### src/rtl/pram_arbiter.sv
// rtl/pram_arbiter.sv - program-RAM arbiter between instruction fetch and microcode data path
// Data has priority, with fetch anti-starvation, an optional data lock, and tagged one-cycle read return.
module pram_arbiter #(
    parameter int ADDRESS_WIDTH = 16,
    parameter int DATA_WIDTH    = 16,
    parameter int STARVE_LIMIT  = 4
) (
    input  logic                     clock,
    input  logic                     reset,
    input  logic                     fetch_req,
    input  logic [ADDRESS_WIDTH-1:0] fetch_addr,
    output logic                     fetch_gnt,
    output logic                     fetch_valid,
    output logic [DATA_WIDTH-1:0]    fetch_rdata,
    input  logic                     data_req,
    input  logic                     data_rw,
    input  logic [ADDRESS_WIDTH-1:0] data_addr,
    input  logic [DATA_WIDTH-1:0]    data_wdata,
    input  logic                     data_lock,
    output logic                     data_gnt,
    output logic                     data_valid,
    output logic [DATA_WIDTH-1:0]    data_rdata,
    output logic                     ram_enable,
    output logic                     ram_rw,
    output logic [ADDRESS_WIDTH-1:0] ram_address,
    output logic [DATA_WIDTH-1:0]    ram_data_in,
    input  logic [DATA_WIDTH-1:0]    ram_data_out,
    output logic                     busy
);

    typedef enum logic [1:0] {
        OWN_NONE,
        OWN_FETCH,
        OWN_DATA
    } owner_t;

    localparam logic [3:0] LIMIT = STARVE_LIMIT[3:0];

    owner_t                   owner;
    logic [3:0]               starve_count;
    logic                     last_data;
    logic [ADDRESS_WIDTH-1:0] addr_q;
    logic [DATA_WIDTH-1:0]    wdata_q;
    logic                     pick_fetch;
    logic                     pick_data;

    // Lock only counts once data actually owned the RAM on the previous issue.
    always_comb begin
        pick_fetch = 1'b0;
        pick_data  = 1'b0;
        if (!reset) begin
            if (data_lock && last_data && data_req) begin
                pick_data = 1'b1;
            end else if ((starve_count >= LIMIT) && fetch_req) begin
                pick_fetch = 1'b1;
            end else if (data_req) begin
                pick_data = 1'b1;
            end else if (fetch_req) begin
                pick_fetch = 1'b1;
            end
        end
    end

    always_comb begin
        fetch_gnt   = pick_fetch;
        data_gnt    = pick_data;
        ram_enable  = pick_fetch | pick_data;
        ram_rw      = pick_data & data_rw;
        ram_address = addr_q;
        ram_data_in = wdata_q;
        if (pick_data) begin
            ram_address = data_addr;
            ram_data_in = data_wdata;
        end else if (pick_fetch) begin
            ram_address = fetch_addr;
        end
    end

    assign busy = (owner != OWN_NONE);

    always_ff @(posedge clock) begin
        if (reset) begin
            owner        <= OWN_NONE;
            starve_count <= 4'd0;
            last_data    <= 1'b0;
            addr_q       <= '0;
            wdata_q      <= '0;
            fetch_valid  <= 1'b0;
            data_valid   <= 1'b0;
            fetch_rdata  <= '0;
            data_rdata   <= '0;
        end else begin
            if (!fetch_req || pick_fetch) begin
                starve_count <= 4'd0;
            end else if (starve_count < LIMIT) begin
                starve_count <= starve_count + 4'd1;
            end

            if (pick_data) begin
                last_data <= 1'b1;
            end else if (pick_fetch) begin
                last_data <= 1'b0;
            end

            if (pick_data || pick_fetch) begin
                addr_q <= ram_address;
            end
            if (pick_data) begin
                wdata_q <= data_wdata;
            end

            if (pick_fetch) begin
                owner <= OWN_FETCH;
            end else if (pick_data && !data_rw) begin
                owner <= OWN_DATA;
            end else begin
                owner <= OWN_NONE;
            end

            // RAM output is valid while the tag is live; capture it for the tagged owner only.
            fetch_valid <= (owner == OWN_FETCH);
            data_valid  <= (owner == OWN_DATA);
            if (owner == OWN_FETCH) begin
                fetch_rdata <= ram_data_out;
            end
            if (owner == OWN_DATA) begin
                data_rdata <= ram_data_out;
            end
        end
    end

endmodule

### config.mk
export PLATFORM = sky130hd
export DESIGN_NAME = pram_arbiter
export DESIGN_NICKNAME = d
export VERILOG_FILES = /design/src/rtl/pram_arbiter.sv
export SDC_FILE = /design/constraint.sdc
export NUM_CORES = 1
export LEC_CHECK = 0
export ABC_AREA = 1
export CORE_MARGIN = 10
export CORE_UTILIZATION = 42
export CTS_CLUSTER_SIZE = 24
export DETAILED_ROUTE_END_ITERATION = 12
export PLACE_DENSITY = 0.79
export SLEW_MARGIN = 0
export SYNTH_ARGS = -nofsm -noshare
export SYNTH_HDL_FRONTEND = slang
export SYNTH_SLANG_ARGS = --single-unit
### constraint.sdc
create_clock -name clock -period 1.4 [get_ports clock]
set_input_delay 0.21 -clock clock [delete_from_list [all_inputs] [get_ports clock]]
set_output_delay 0.21 -clock clock [all_outputs]
set_load 0.1 [all_outputs]
==> summary.log, run 1 <==
INFO  power_and_ir_drop leakagePower=2.87nW
INFO  logic_synthesis synthAdderAreaFrac=0.392%
INFO  global_route   via_count_of_the_first_global_routing_pass=3,708
INFO  min_path       hold_class=input port to flop
INFO  placed_design  place.gp.congestion=0.800
INFO  detailed_routing vias_per_cell=5.24
INFO  worst_setup_path r2r.worst_path.cells=11
INFO  cells_and_area synthToLayoutAreaGrowth=114%
INFO  detailed_routing remaining_drc_errors=0
INFO  detailed_routing dr_pass1_iterations=5
INFO  logic_synthesis combinational_family_with_the_most_area_after_synthesis=simple AND/OR/NAND/NOR gates
INFO  worst_setup_path startpoint=starve_count[2]$_SDFFE_PP0N_
INFO  min_path       hold_start=data_rw
INFO  power_and_ir_drop power_density=1040nW/um^2
INFO  sta            timing.max_slew.rel_slack=70.9%
INFO  clocking       hold_buffers=0
INFO  floorplan      i_o_pin_total=141
INFO  detailed_routing first_iter_violations=248
INFO  floorplan      fp.dieArea=11,500squm
INFO  worst_setup_path cp_endpoint=ram_address[0]
INFO  clocking       clk_path_buf_depth=2
INFO  clocking       clk-insertion-delay-late=0.36ns
INFO  power_and_ir_drop irDropWorstVdd=0.863mV
INFO  floorplan      die-height=107microns
INFO  sta            worst_slack=-0.691ns
INFO  sta            timing.fmax=0.478GHz
INFO  clocking       clkSinkCount=73
INFO  logic_synthesis postSynthRegisterBits=73
INFO  run_status     run_status=finished, violations left
INFO  clocking       cts_max_level=3
INFO  floorplan      floorplan.die.width=107microns
INFO  worst_setup_path worstReg2RegStart=last_data$_SDFFE_PP0P_
INFO  floorplan      placeableCoreArea=7330squm
INFO  clocking       cts_bufs_inserted=9
INFO  sta            setup_clock_skew_after_layout=0.00735ns
INFO  placed_design  dp_slack=-0.630ns
INFO  detailed_routing route.detailed.wl_per_inst=20.8microns
INFO  sta            worstMarginPinSlew=0.437ns
INFO  run_status     violations_in_the_final_reports=setup timing
INFO  clocking       clock-root-buffer=sky130_fd_sc_hd__clkbuf_8
INFO  sta            slew_violations=0
INFO  detailed_routing wl=15,400microns
INFO  worst_setup_path setup.reg_to_reg.worst_slack=-0.44ns
INFO  detailed_routing vias=3,882
INFO  logic_synthesis synth_fp_nets=511
INFO  sta            rsz0062_at_grt=true
INFO  global_route   antenna_found_initial=0
INFO  detailed_routing detail-route-antenna-nets=0
INFO  logic_synthesis synth_area_in_simple_gates=29.9%
INFO  logic_synthesis syn-cell-area=3190squm
INFO  worst_setup_path crit-reg2reg-capture=addr_q[0]$_SDFFE_PP0P_
INFO  flow_run       max-cap-violations=0
INFO  global_route   grt_util_all_layers=21.6%
INFO  cells_and_area layout-drive-gt1-share=46.0%
INFO  worst_setup_path required=1.19ns
INFO  worst_setup_path critical_path.endpoint_type=primary output
INFO  sta            post-route-period-util=149%
INFO  sta            timing.final.hold_violations=0
INFO  cells_and_area n_fill_cell=238
INFO  floorplan      num_rows=31
INFO  cells_and_area final_net_count=707
INFO  global_route   grt_max_degree=35
INFO  worst_setup_path critical_path_arrival=1.88ns
INFO  logic_synthesis post_synth_xor_area_fraction=0.274%
INFO  global_route   globalRouteOverflowTotal=0
INFO  worst_setup_path setup.worst_path.start_class=flop
INFO  logic_synthesis synth-warning-count=0
INFO  placed_design  dpl.hpwl=8440microns
INFO  power_and_ir_drop power.total=7.10mW
INFO  cells_and_area layout_common_cells=sky130_fd_sc_hd__nor2_1 (104), sky130_fd_sc_hd__buf_12 (76), sky130_fd_sc_hd__dfxtp_1 (70)
INFO  global_route   grt_first_pass_wirelength=19,700microns
INFO  logic_synthesis synthesized_area_fraction_occupied_by_ao_oa_aoi_and_oai_cells=9.71%
INFO  sta            final_critical_path_time_including_i_o_delays_and_setup=2.09ns
INFO  clocking       tritoncts=yes
INFO  worst_setup_path criticalPathCategory=flop to primary output
INFO  logic_synthesis muxShareOfSynthArea=0%
INFO  logic_synthesis syn_avg_cell_area=7.26squm
INFO  logic_synthesis synth.yosys.seq_area_share=45.8%
INFO  clocking       path_clk_slew=0.08ns
INFO  logic_synthesis ys_types=27
INFO  floorplan      initial_core_util=43.6%
INFO  cells_and_area layout.cells.most_common=sky130_fd_sc_hd__nor2_1
INFO  placed_design  port_buffers=140
INFO  worst_setup_path timing.critical_path.fanout_max=9
INFO  logic_synthesis syn_inst=440
INFO  sta            final-setup-viol-count=56
power breakdown:
group | switching (mW) | leakage, nW | total (mW) | internal, mW
Combinational | 1.83 | 2.16 | 2.96 | 1.13
Clock | 0.859 | 0.107 | 1.87 | 1.01
Sequential | 0.0776 | 0.599 | 2.27 | 2.19
registers in the layout, summed over array words and instances (netlist names):
register,count
starve_count,4
fetch_rdata,16
data_rdata,16
wdata_q,16
fetch_valid,1
addr_q,16
owner,2
data_valid,1
last_data,1
layout make-up:
| class | instances | area (sq um) | area share [%] |
|---|---|---|---|
| antenna | 1 | 2.50 | 0.0367 |
| clock buffer | 10 | 128 | 1.87 |
| clock inverter | 6 | 90.1 | 1.32 |
| inverter | 76 | 429 | 6.29 |
| multi-input combinational | 273 | 1830 | 26.8 |
| sequential | 73 | 1470 | 21.5 |
| tap | 99 | 124 | 1.81 |
| timing repair buffer | 203 | 2760 | 40.4 |
cells in the mapped netlist, drive strengths merged:
| cell type | instances | area (sq um) |
|---|---|---|
| o21ai | 48 | 300 |
| xnor2 | 1 | 8.76 |
| clkbuf | 12 | 56.3 |
| ha | 1 | 12.5 |
| nand4 | 1 | 21.3 |
| a21oi | 2 | 10.0 |
| dfxtp | 73 | 1460 |
| nand3 | 37 | 203 |
| nand2 | 43 | 196 |
| clkinv | 1 | 16.3 |
| nor2 | 138 | 536 |
| inv | 75 | 289 |
| buf | 8 | 83.8 |
worst max-delay path, cell delays in order (launching register included):
cell and delay (ns):
sky130_fd_sc_hd__dfxtp_2 0.35, sky130_fd_sc_hd__nor2_2 0.19, sky130_fd_sc_hd__nand2_4 0.12, sky130_fd_sc_hd__nand4_4 0.20
sky130_fd_sc_hd__buf_4 0.17, sky130_fd_sc_hd__nor2_2 0.05, sky130_fd_sc_hd__nor2_4 0.13, sky130_fd_sc_hd__clkinvlp_4 0.14
sky130_fd_sc_hd__buf_12 0.18
how the worst min path moves through the flow:
stage	cells after the start	end
after floorplan	1	owner[1]$_SDFF_PP0_
after global placement	2	starve_count[1]$_SDFFE_PP0N_
after detailed placement	2	starve_count[1]$_SDFFE_PP0N_
after CTS	2	owner[1]$_SDFF_PP0_
after global routing	2	owner[1]$_SDFF_PP0_
final	2	owner[1]$_SDFF_PP0_
what timing repair did:
action                                  4_1_cts  5_1_grt
buffers inserted                             12       17
pin swaps                                    12       14
endpoints found under the setup margin       52       61
resized for setup                            37       72
gates cloned                                  2        1
cell families (layout without fill, tap and decap cells):
| group | count (synthesis) | after routing |
|---|---|---|
| AOI/OAI and AO/OA | 50 | 50 |
| and+or+nand+nor | 219 | 221 |
| adders and majority gates | 1 | 1 |
| DFF | 73 | 73 |
| xor gates and xnor gates | 1 | 1 |
| other | 0 | 1 |
| buffers and inverters | 96 | 295 |
routing by layer:
layer  wire length, microns  vias up  track usage, %
li1                       -     1734               -
met1                   5250     1870            22.6
met2                   8320      226            38.4
met3                   1080       52            6.23
met4                    760        0            11.0
met5                      0        -               0
stage by stage:
| stage | cell area (sq um) | cells | TNS, ns | util (%) | hold WS, ns |
|---|---|---|---|---|---|
| final | 6830 | 741 | -23.04 | 93.1 | 0.446 |
| after global placement | 5950 | 698 | -31.03 | 81.1 | 0.454 |
| after CTS | 6430 | 726 | -20.16 | 87.7 | 0.422 |
| after floorplan | 3520 | 440 | -6.75 | - | 0.282 |
| after detailed placement | 5950 | 698 | -34.14 | 81.1 | 0.475 |
| after global routing | 6820 | 740 | -25.14 | 93.1 | 0.444 |
No activity file was read; power rests on OpenSTA's default activity.
==> run 2: changes to the inputs <==
--- a/config.mk
+++ b/config.mk
@@ -6,11 +6,13 @@
 export NUM_CORES = 1
 export LEC_CHECK = 0
 export ABC_AREA = 1
+export CORE_ASPECT_RATIO = 1.2
 export CORE_MARGIN = 10
 export CORE_UTILIZATION = 42
 export CTS_CLUSTER_SIZE = 24
 export DETAILED_ROUTE_END_ITERATION = 12
 export PLACE_DENSITY = 0.79
+export RECOVER_POWER = 25
 export SLEW_MARGIN = 0
 export SYNTH_ARGS = -nofsm -noshare
 export SYNTH_HDL_FRONTEND = slang
==> run 2 against run 1 <==
Net effect: the flow still finishes with violations (setup timing); critical path depth increased by 1; routed wire length up 12%; global-route usage is 0.30 points higher; register-to-register slack got worse by 0.02 ns.
==> summary.log, run 2 (synthesis gave the netlist of run 1 again) <==
INFO  run_status     run_status=finished, violations left
INFO  run_status     violations_in_the_final_reports=setup timing
INFO  power_and_ir_drop irDropWorstVdd=0.781mV
INFO  global_route   grt_util_all_layers=21.9%
INFO  clocking       path_clk_slew=0.10ns
INFO  sta            final_critical_path_time_including_i_o_delays_and_setup=2.11ns
INFO  cells_and_area final_core_util=94.1%
INFO  cells_and_area register_area=1470squm
INFO  detailed_routing vias_per_cell=5.55
INFO  cells_and_area synthToLayoutAreaGrowth=116%
INFO  sta            worstMarginPinSlew=0.590ns
INFO  cells_and_area layout-drive-gt1-share=46.7%
INFO  clocking       clk-insertion-delay-late=0.37ns
INFO  cells_and_area n_fill_cell=211
INFO  cells_and_area antennaDiodeCount=0
INFO  worst_setup_path cp_slowest_cell=sky130_fd_sc_hd__dfxtp_4
INFO  sta            timing.final.hold_violations=0
INFO  flow_run       max-cap-violations=0
INFO  worst_setup_path critical_path.endpoint_type=primary output
INFO  cells_and_area area_used_by_multi_input_combinational_logic=1920squm
INFO  floorplan      placeableCoreArea=7320squm
INFO  sta            timing.max_slew.rel_slack=60.6%
INFO  floorplan      num_rows=34
INFO  global_route   grt_max_degree=35
INFO  power_and_ir_drop power_density=1040nW/um^2
INFO  clocking       hold_buffers=0
INFO  floorplan      i_o_pin_total=141
INFO  clocking       clock-root-buffer=sky130_fd_sc_hd__clkbuf_8
INFO  cells_and_area stdcell_count=726
INFO  clocking       clk_path_buf_depth=2
INFO  global_route   grt_first_pass_wirelength=20,200microns
INFO  sta            timing.fmax=0.473GHz
INFO  power_and_ir_drop leakagePower=2.86nW
INFO  worst_setup_path setup.worst_path.start_class=flop
INFO  placed_design  place.gp.congestion=0.830
INFO  cells_and_area layout_common_cells=sky130_fd_sc_hd__nor2_1 (99), sky130_fd_sc_hd__buf_12 (75), sky130_fd_sc_hd__dfxtp_1 (70)
INFO  worst_setup_path timing.critical_path.fanout_max=8
INFO  placed_design  port_buffers=140
INFO  clocking       clkSinkCount=73
INFO  floorplan      floorplan.die.width=99.6microns
INFO  sta            final-setup-viol-count=65
INFO  worst_setup_path required=1.19ns
INFO  clocking       cts_max_level=3
INFO  power_and_ir_drop power.total=7.19mW
INFO  worst_setup_path cp_cell_sequence=inv_4 > nand2_4 > nand3_4 > clkbuf_16 > nand3_2 > nand2_2 > nor2_4 > clkinvlp_4 > buf_12
INFO  placed_design  placedCellCount=697
INFO  worst_setup_path worst_path_largest_cell_delay=0.41ns
INFO  detailed_routing vias=4,029
INFO  detailed_routing route.detailed.wl_per_inst=23.7microns
INFO  detailed_routing remaining_drc_errors=0
INFO  worst_setup_path worst_path_dominant_cell_family=buffers and inverters
INFO  global_route   via_count_of_the_first_global_routing_pass=3,928
INFO  floorplan      initial_core_util=43.7%
INFO  worst_setup_path timing.critical_path.buf_inv=4
INFO  floorplan      fp.dieArea=11,500squm
INFO  cells_and_area final_net_count=702
INFO  global_route   globalRouteOverflowTotal=0
INFO  detailed_routing wl=17,200microns
INFO  detailed_routing detail-route-antenna-nets=0
INFO  detailed_routing first_iter_violations=295
INFO  floorplan      die-height=116microns
INFO  detailed_routing dr_pass1_iterations=7
INFO  sta            rsz0062_at_grt=true
INFO  clocking       tritoncts=yes
INFO  cells_and_area layout.cells.most_common=sky130_fd_sc_hd__nor2_1
INFO  sta            slew_violations=0
INFO  sta            setup_clock_skew_after_layout=0.0193ns
INFO  sta            worst_slack=-0.714ns
INFO  worst_setup_path critical_path_arrival=1.90ns
INFO  worst_setup_path criticalPathCategory=flop to primary output
INFO  sta            post-route-period-util=151%
INFO  placed_design  dpl.hpwl=8890microns
INFO  global_route   antenna_found_initial=0
INFO  clocking       cts_bufs_inserted=9
INFO  min_path       hold_class=input port to flop
[run 2: stage by stage]
step	TNS, ns	instance area (sq um)	hold WS [ns]	worst slack, ns
global placement	-31.38	5980	0.453	-0.626
detailed placement	-36.03	5980	0.498	-0.650
finish	-24.95	6880	0.400	-0.714
CTS	-18.49	6440	0.417	-0.554
floorplan	-6.75	3520	0.282	-0.250
global route	-27.87	6880	0.385	-0.742
[run 2: power breakdown]
group,total [mW],switching [mW],internal (mW)
clock network,1.95,0.924,1.02
registers,2.27,0.0854,2.19
logic,2.97,1.85,1.12
[run 2: routing by layer]
metal	wire (microns)	part of all wire (%)	global-route usage (%)	up-vias
li1	-	-	-	1715
met1	5510	32	20.5	1908
met2	9210	53	41.9	315
met3	1270	7.4	6.85	91
met4	1250	7.2	10.8	0
met5	0	0	0	-
[run 2: worst paths after layout]
check | to | cells past startpoint | slack [ns] | startpoint
setup / recovery | ram_address[11] | 9 | -0.71 | starve_count[2]$_SDFFE_PP0N_
hold reg to reg | last_data$_SDFFE_PP0P_ | 2 | 0.54 | last_data$_SDFFE_PP0P_
setup reg to reg | addr_q[5]$_SDFFE_PP0P_ | 13 | -0.46 | starve_count[2]$_SDFFE_PP0N_
hold / removal | last_data$_SDFFE_PP0P_ | 4 | 0.40 | fetch_req
[run 2: final cells by class]
type	instances	area share [%]
inverters	76	6.34
well taps	90	1.64
clock inverters	7	1.47
clock buffers	9	1.80
multi-input cells	271	27.9
repair buffers	200	39.5
flip-flops and latches	73	21.4
[run 2: timing repair]
| item | CTS | global route |
|---|---|---|
| setup endpoints to repair | 50 | 52 |
| pin swaps | 8 | 10 |
| setup buffers | 8 | 12 |
| cloned | 1 | 1 |
| gates resized for setup | 44 | 96 |
[run 2: worst min-delay path, stage by stage]
cell and delay [ns]:
sky130_fd_sc_hd__clkbuf_2 0.19, sky130_fd_sc_hd__nand3_1 0.18, sky130_fd_sc_hd__nand3_1 0.09, sky130_fd_sc_hd__nand2_1 0.07
==> run 3: changes to the inputs <==
--- a/config.mk
+++ b/config.mk
@@ -8,10 +8,11 @@
 export ABC_AREA = 1
 export CORE_ASPECT_RATIO = 1.2
 export CORE_MARGIN = 10
-export CORE_UTILIZATION = 42
+export CORE_UTILIZATION = 55
 export CTS_CLUSTER_SIZE = 24
 export DETAILED_ROUTE_END_ITERATION = 12
-export PLACE_DENSITY = 0.79
+export DONT_BUFFER_PORTS = 1
+export PLACE_DENSITY = 0.69
 export RECOVER_POWER = 25
 export SLEW_MARGIN = 0
 export SYNTH_ARGS = -nofsm -noshare
==> run 3 against run 2 <==
Net effect: the run now fails in clock tree synthesis (4_1_cts); synthesized cell count unchanged; synthesized area unchanged.
==> summary.log, run 3 <==
INFO  run_status     error_message=[ERROR DPL-0033] detailed placement checks failed during check placement.
INFO  logic_synthesis synth-warning-count=0
INFO  floorplan      floorplan.die.width=89.6microns
INFO  logic_synthesis syn-cell-area=3190squm
INFO  clocking       clk_path_buf_depth=2
INFO  placed_design  postPlaceCellArea=4670squm
INFO  floorplan      num_rows=30
INFO  clocking       number_of_gates_resized_after_cts=69
INFO  logic_synthesis synth-main-ff-cell=sky130_fd_sc_hd__dfxtp_1
INFO  logic_synthesis netlist_top_cells_count=sky130_fd_sc_hd__nor2_1 (131), sky130_fd_sc_hd__dfxtp_1 (73), sky130_fd_sc_hd__inv_1 (72), sky130_fd_sc_hd__nand2_1 (40), sky130_fd_sc_hd__nand3_1 (35)
INFO  floorplan      initial_core_util=56.7%
INFO  logic_synthesis async_flop_share=0%
INFO  run_status     flow.stopped_at=clock tree synthesis (4_1_cts)
INFO  logic_synthesis postSynthRegisterBits=73
INFO  logic_synthesis synth_top_cells_by_area=sky130_fd_sc_hd__dfxtp_1 (46%), sky130_fd_sc_hd__nor2_1 (15%), sky130_fd_sc_hd__inv_1 (8.5%)
INFO  clocking       cts_max_level=3
INFO  clocking       cts_bufs_inserted=9
INFO  floorplan      die-height=103microns
INFO  logic_synthesis cell_type_with_the_largest_total_area_after_synthesis=sky130_fd_sc_hd__dfxtp_1
INFO  clocking       number_of_buffers_inserted_to_repair_setup_after_cts=31
INFO  logic_synthesis synth_top_area_share=45.8%
INFO  placed_design  dpl.hpwl=7420microns
INFO  placed_design  port_buffers=0
INFO  placed_design  placedCellCount=588
INFO  logic_synthesis ys_types=27
INFO  clocking       clock-root-buffer=sky130_fd_sc_hd__clkbuf_8
INFO  run_status     run_status=stopped before the end
INFO  logic_synthesis post-synth-top-count-cell=sky130_fd_sc_hd__nor2_1
INFO  logic_synthesis synth-edff-count=0
INFO  logic_synthesis syn_avg_cell_area=7.26squm
INFO  clocking       hold_buffers=7
INFO  logic_synthesis syn_inst=440
INFO  clocking       clkSinkCount=73
INFO  placed_design  place.gp.congestion=0.830
INFO  logic_synthesis synth.yosys.seq_area_share=45.8%
INFO  logic_synthesis synth_fp_nets=511
INFO  floorplan      i_o_pin_total=141
## run 3: cell counts after synthesis
Identical to the previous run, type by type.
## run 3: through the flow
stage,util [%],setup slack [ns],setup TNS (ns)
2_1_floorplan,-,-0.250,-6.75
3_3_place_gp,82.9,-0.206,-5.08
3_5_place_dp,82.9,-0.260,-6.58
## run 3: cells by family after synthesis
family,share of synthesized area (%)
simple gates,29.9
buf+inv,13.9
flops,45.8
compound gates,9.71
xor+xnor,0.274
fa+ha+maj,0.392
==> run 4: changes to the inputs <==
--- a/config.mk
+++ b/config.mk
@@ -6,13 +6,11 @@
 export NUM_CORES = 1
 export LEC_CHECK = 0
 export ABC_AREA = 1
-export CORE_ASPECT_RATIO = 1.2
 export CORE_MARGIN = 10
-export CORE_UTILIZATION = 55
-export CTS_CLUSTER_SIZE = 24
+export CORE_UTILIZATION = 40
 export DETAILED_ROUTE_END_ITERATION = 12
 export DONT_BUFFER_PORTS = 1
-export PLACE_DENSITY = 0.69
+export PLACE_DENSITY_LB_ADDON = 0.15
 export RECOVER_POWER = 25
 export SLEW_MARGIN = 0
 export SYNTH_ARGS = -nofsm -noshare
==> run 4 against run 3 <==
Net effect: the flow now finishes, with violations (setup timing).
==> summary.log, run 4 (synthesis gave the netlist of run 1 again) <==
INFO  power_and_ir_drop leakagePower=2.37nW
INFO  flow_run       max-cap-violations=0
INFO  floorplan      i_o_pin_total=141
INFO  worst_setup_path worst_path_largest_cell_delay=0.36ns
INFO  clocking       path_clk_slew=0.08ns
INFO  cells_and_area layout.cells.most_common=sky130_fd_sc_hd__nor2_1
INFO  worst_setup_path r2r.worst_path.cells=10
INFO  worst_setup_path cp_cell_sequence=inv_2 > nand2_4 > nand3_4 > buf_12 > nand3_1 > nand2_2 > nor2_4 > clkinvlp_4 > buf_12
INFO  clocking       clk-insertion-delay-late=0.33ns
INFO  clocking       cts_max_level=3
INFO  floorplan      placeableCoreArea=7770squm
INFO  sta            worstMarginPinSlew=0.622ns
INFO  detailed_routing first_iter_violations=95
INFO  worst_setup_path timing.critical_path.fanout_max=16
INFO  worst_setup_path critical_path.endpoint_type=primary output
INFO  placed_design  place.gp.congestion=0.813
INFO  worst_setup_path worstReg2RegStart=starve_count[2]$_SDFFE_PP0N_
INFO  sta            post-route-period-util=136%
INFO  clocking       clkSinkCount=73
INFO  worst_setup_path worst_path_dominant_cell_family=buffers and inverters
INFO  sta            slew_violations=0
INFO  sta            rsz0062_at_grt=true
INFO  worst_setup_path startpoint=starve_count[2]$_SDFFE_PP0N_
INFO  run_status     run_status=finished, violations left
INFO  global_route   antenna_found_initial=0
INFO  worst_setup_path setup.worst_path.start_class=flop
INFO  floorplan      num_rows=32
INFO  sta            final-setup-viol-count=35
INFO  clocking       cts_bufs_inserted=9
INFO  worst_setup_path path_common_cell=sky130_fd_sc_hd__buf_12
INFO  worst_setup_path cp_endpoint=ram_address[12]
INFO  placed_design  placedCellCount=628
INFO  placed_design  port_buffers=0
INFO  clocking       clk_path_buf_depth=2
INFO  worst_setup_path criticalPathCategory=flop to primary output
INFO  cells_and_area synthToLayoutAreaGrowth=69.3%
INFO  detailed_routing remaining_drc_errors=0
INFO  worst_setup_path required=1.19ns
INFO  worst_setup_path path_depth=9
INFO  placed_design  dpl.hpwl=7300microns
INFO  worst_setup_path cp_slowest_cell=sky130_fd_sc_hd__dfxtp_2
INFO  sta            final_critical_path_time_including_i_o_delays_and_setup=1.90ns
INFO  cells_and_area final_net_count=632
INFO  sta            timing.fmax=0.526GHz
INFO  cells_and_area register_area=1470squm
INFO  global_route   grt_max_degree=35
INFO  global_route   grt_util_all_layers=16.7%
INFO  detailed_routing route.detailed.wl_per_inst=15.8microns
INFO  worst_setup_path timing.critical_path.buf_inv=4
INFO  cells_and_area layout-drive-gt1-share=46.6%
INFO  clocking       tritoncts=yes
INFO  sta            setup_clock_skew_after_layout=0.00980ns
INFO  floorplan      floorplan.die.width=109microns
INFO  power_and_ir_drop power_density=1140nW/um^2
INFO  min_path       hold_class=input port to flop
INFO  global_route   via_count_of_the_first_global_routing_pass=3,119
INFO  cells_and_area area_used_by_multi_input_combinational_logic=1730squm
INFO  detailed_routing detail-route-antenna-nets=0
INFO  floorplan      fp.dieArea=12,000squm
INFO  floorplan      initial_core_util=41.1%
INFO  detailed_routing dr_pass1_iterations=4
INFO  run_status     violations_in_the_final_reports=setup timing
INFO  sta            worst_slack=-0.500ns
INFO  floorplan      die-height=109microns
INFO  worst_setup_path critical_path_arrival=1.69ns
INFO  worst_setup_path setup.reg_to_reg.worst_slack=0ns
INFO  cells_and_area antennaDiodeCount=0
INFO  cells_and_area final_core_util=69.6%
INFO  global_route   globalRouteOverflowTotal=0
INFO  global_route   grt_first_pass_wirelength=16,000microns
INFO  detailed_routing wl=10,500microns
INFO  power_and_ir_drop irDropWorstVdd=0.590mV
INFO  cells_and_area n_fill_cell=624
INFO  worst_setup_path crit-reg2reg-capture=addr_q[11]$_SDFFE_PP0P_
INFO  sta            timing.final.hold_violations=0
INFO  clocking       clock-root-buffer=sky130_fd_sc_hd__clkbuf_8
INFO  cells_and_area layout_common_cells=sky130_fd_sc_hd__nor2_1 (116), sky130_fd_sc_hd__buf_4 (80), sky130_fd_sc_hd__dfxtp_1 (70)
INFO  sta            finalHoldWorstSlack=0.0147ns
INFO  sta            timing.max_slew.rel_slack=58.5%
INFO  cells_and_area stdcell_count=666
INFO  detailed_routing vias_per_cell=4.71
INFO  detailed_routing vias=3,138
[run 4: worst min-delay path by stage]
stage | startpoint | to | slack, ns | cells after the start
5_1_grt | ram_data_out[15] | fetch_rdata[15]$_SDFFE_PP0P_ | 0.003 | 2
4_1_cts | ram_data_out[8] | data_rdata[8]$_SDFFE_PP0P_ | 0.00006 | 2
2_1_floorplan | data_rw | owner[1]$_SDFF_PP0_ | 0.28 | 1
6_report | ram_data_out[15] | data_rdata[15]$_SDFFE_PP0P_ | 0.01 | 2
3_5_place_dp | data_rw | owner[1]$_SDFF_PP0_ | 0.29 | 1
3_3_place_gp | data_rw | owner[1]$_SDFF_PP0_ | 0.29 | 1
[run 4: per-stage QoR]
stage / TNS, ns / setup slack (ns) / power, mW / area (sq um)
after global placement: -3.95 / -0.160 / 4.50 / 4770
after global routing: -19.07 / -0.604 / 6.46 / 5410
after CTS: -17.06 / -0.545 / 6.18 / 5180
after detailed placement: -5.06 / -0.199 / 4.52 / 4770
after floorplan: -6.75 / -0.250 / 3.86 / 3520
final: -15.28 / -0.500 / 6.19 / 5410
[run 4: worst register-to-register path: stages, from the launching register on]
cell and delay (ns):
sky130_fd_sc_hd__dfxtp_2 0.36, sky130_fd_sc_hd__inv_2 0.05, sky130_fd_sc_hd__nand2_4 0.07, sky130_fd_sc_hd__nand3_4 0.11, sky130_fd_sc_hd__buf_12 0.18, sky130_fd_sc_hd__nand3_1 0.09, sky130_fd_sc_hd__nand2_2 0.07, sky130_fd_sc_hd__nor2_4 0.14
sky130_fd_sc_hd__buf_4 0.12, sky130_fd_sc_hd__buf_4 0.09, sky130_fd_sc_hd__nor2_1 0.03
[run 4: timing repair]
item | 4_1_cts | 5_1_grt
endpoints found under the setup margin | 35 | 45
endpoints found under the hold margin | 37 | 2
cloned | 2 | 1
setup buffers | 7 | 8
resized for setup | 23 | 31
pin swaps | 5 | 1
hold buffers | 4 | 2
[run 4: final cells by class]
class	instances	area share (%)
Multi-Input combinational cell	274	31.9
Inverter	76	7.94
Clock buffer	9	2.29
Sequential cell	73	27.1
Timing Repair Buffer	127	27.3
Tap cell	102	2.36
Clock inverter	5	1.09
[run 4: metal layers]
layer / wire (microns) / vias to the layer above / track usage (%)
met2: 5510 / 97 / 30.0
met1: 3870 / 1446 / 17.4
li1: - / 1579 / -
met3: 919 / 16 / 6.67
met4: 217 / 0 / 5.67
met5: 0 / - / 0
[run 4: power breakdown]
part           internal (mW)  switching (mW)
logic                  0.773            1.62
registers               2.19          0.0460
clock network          0.803           0.753
total                   3.77            2.42
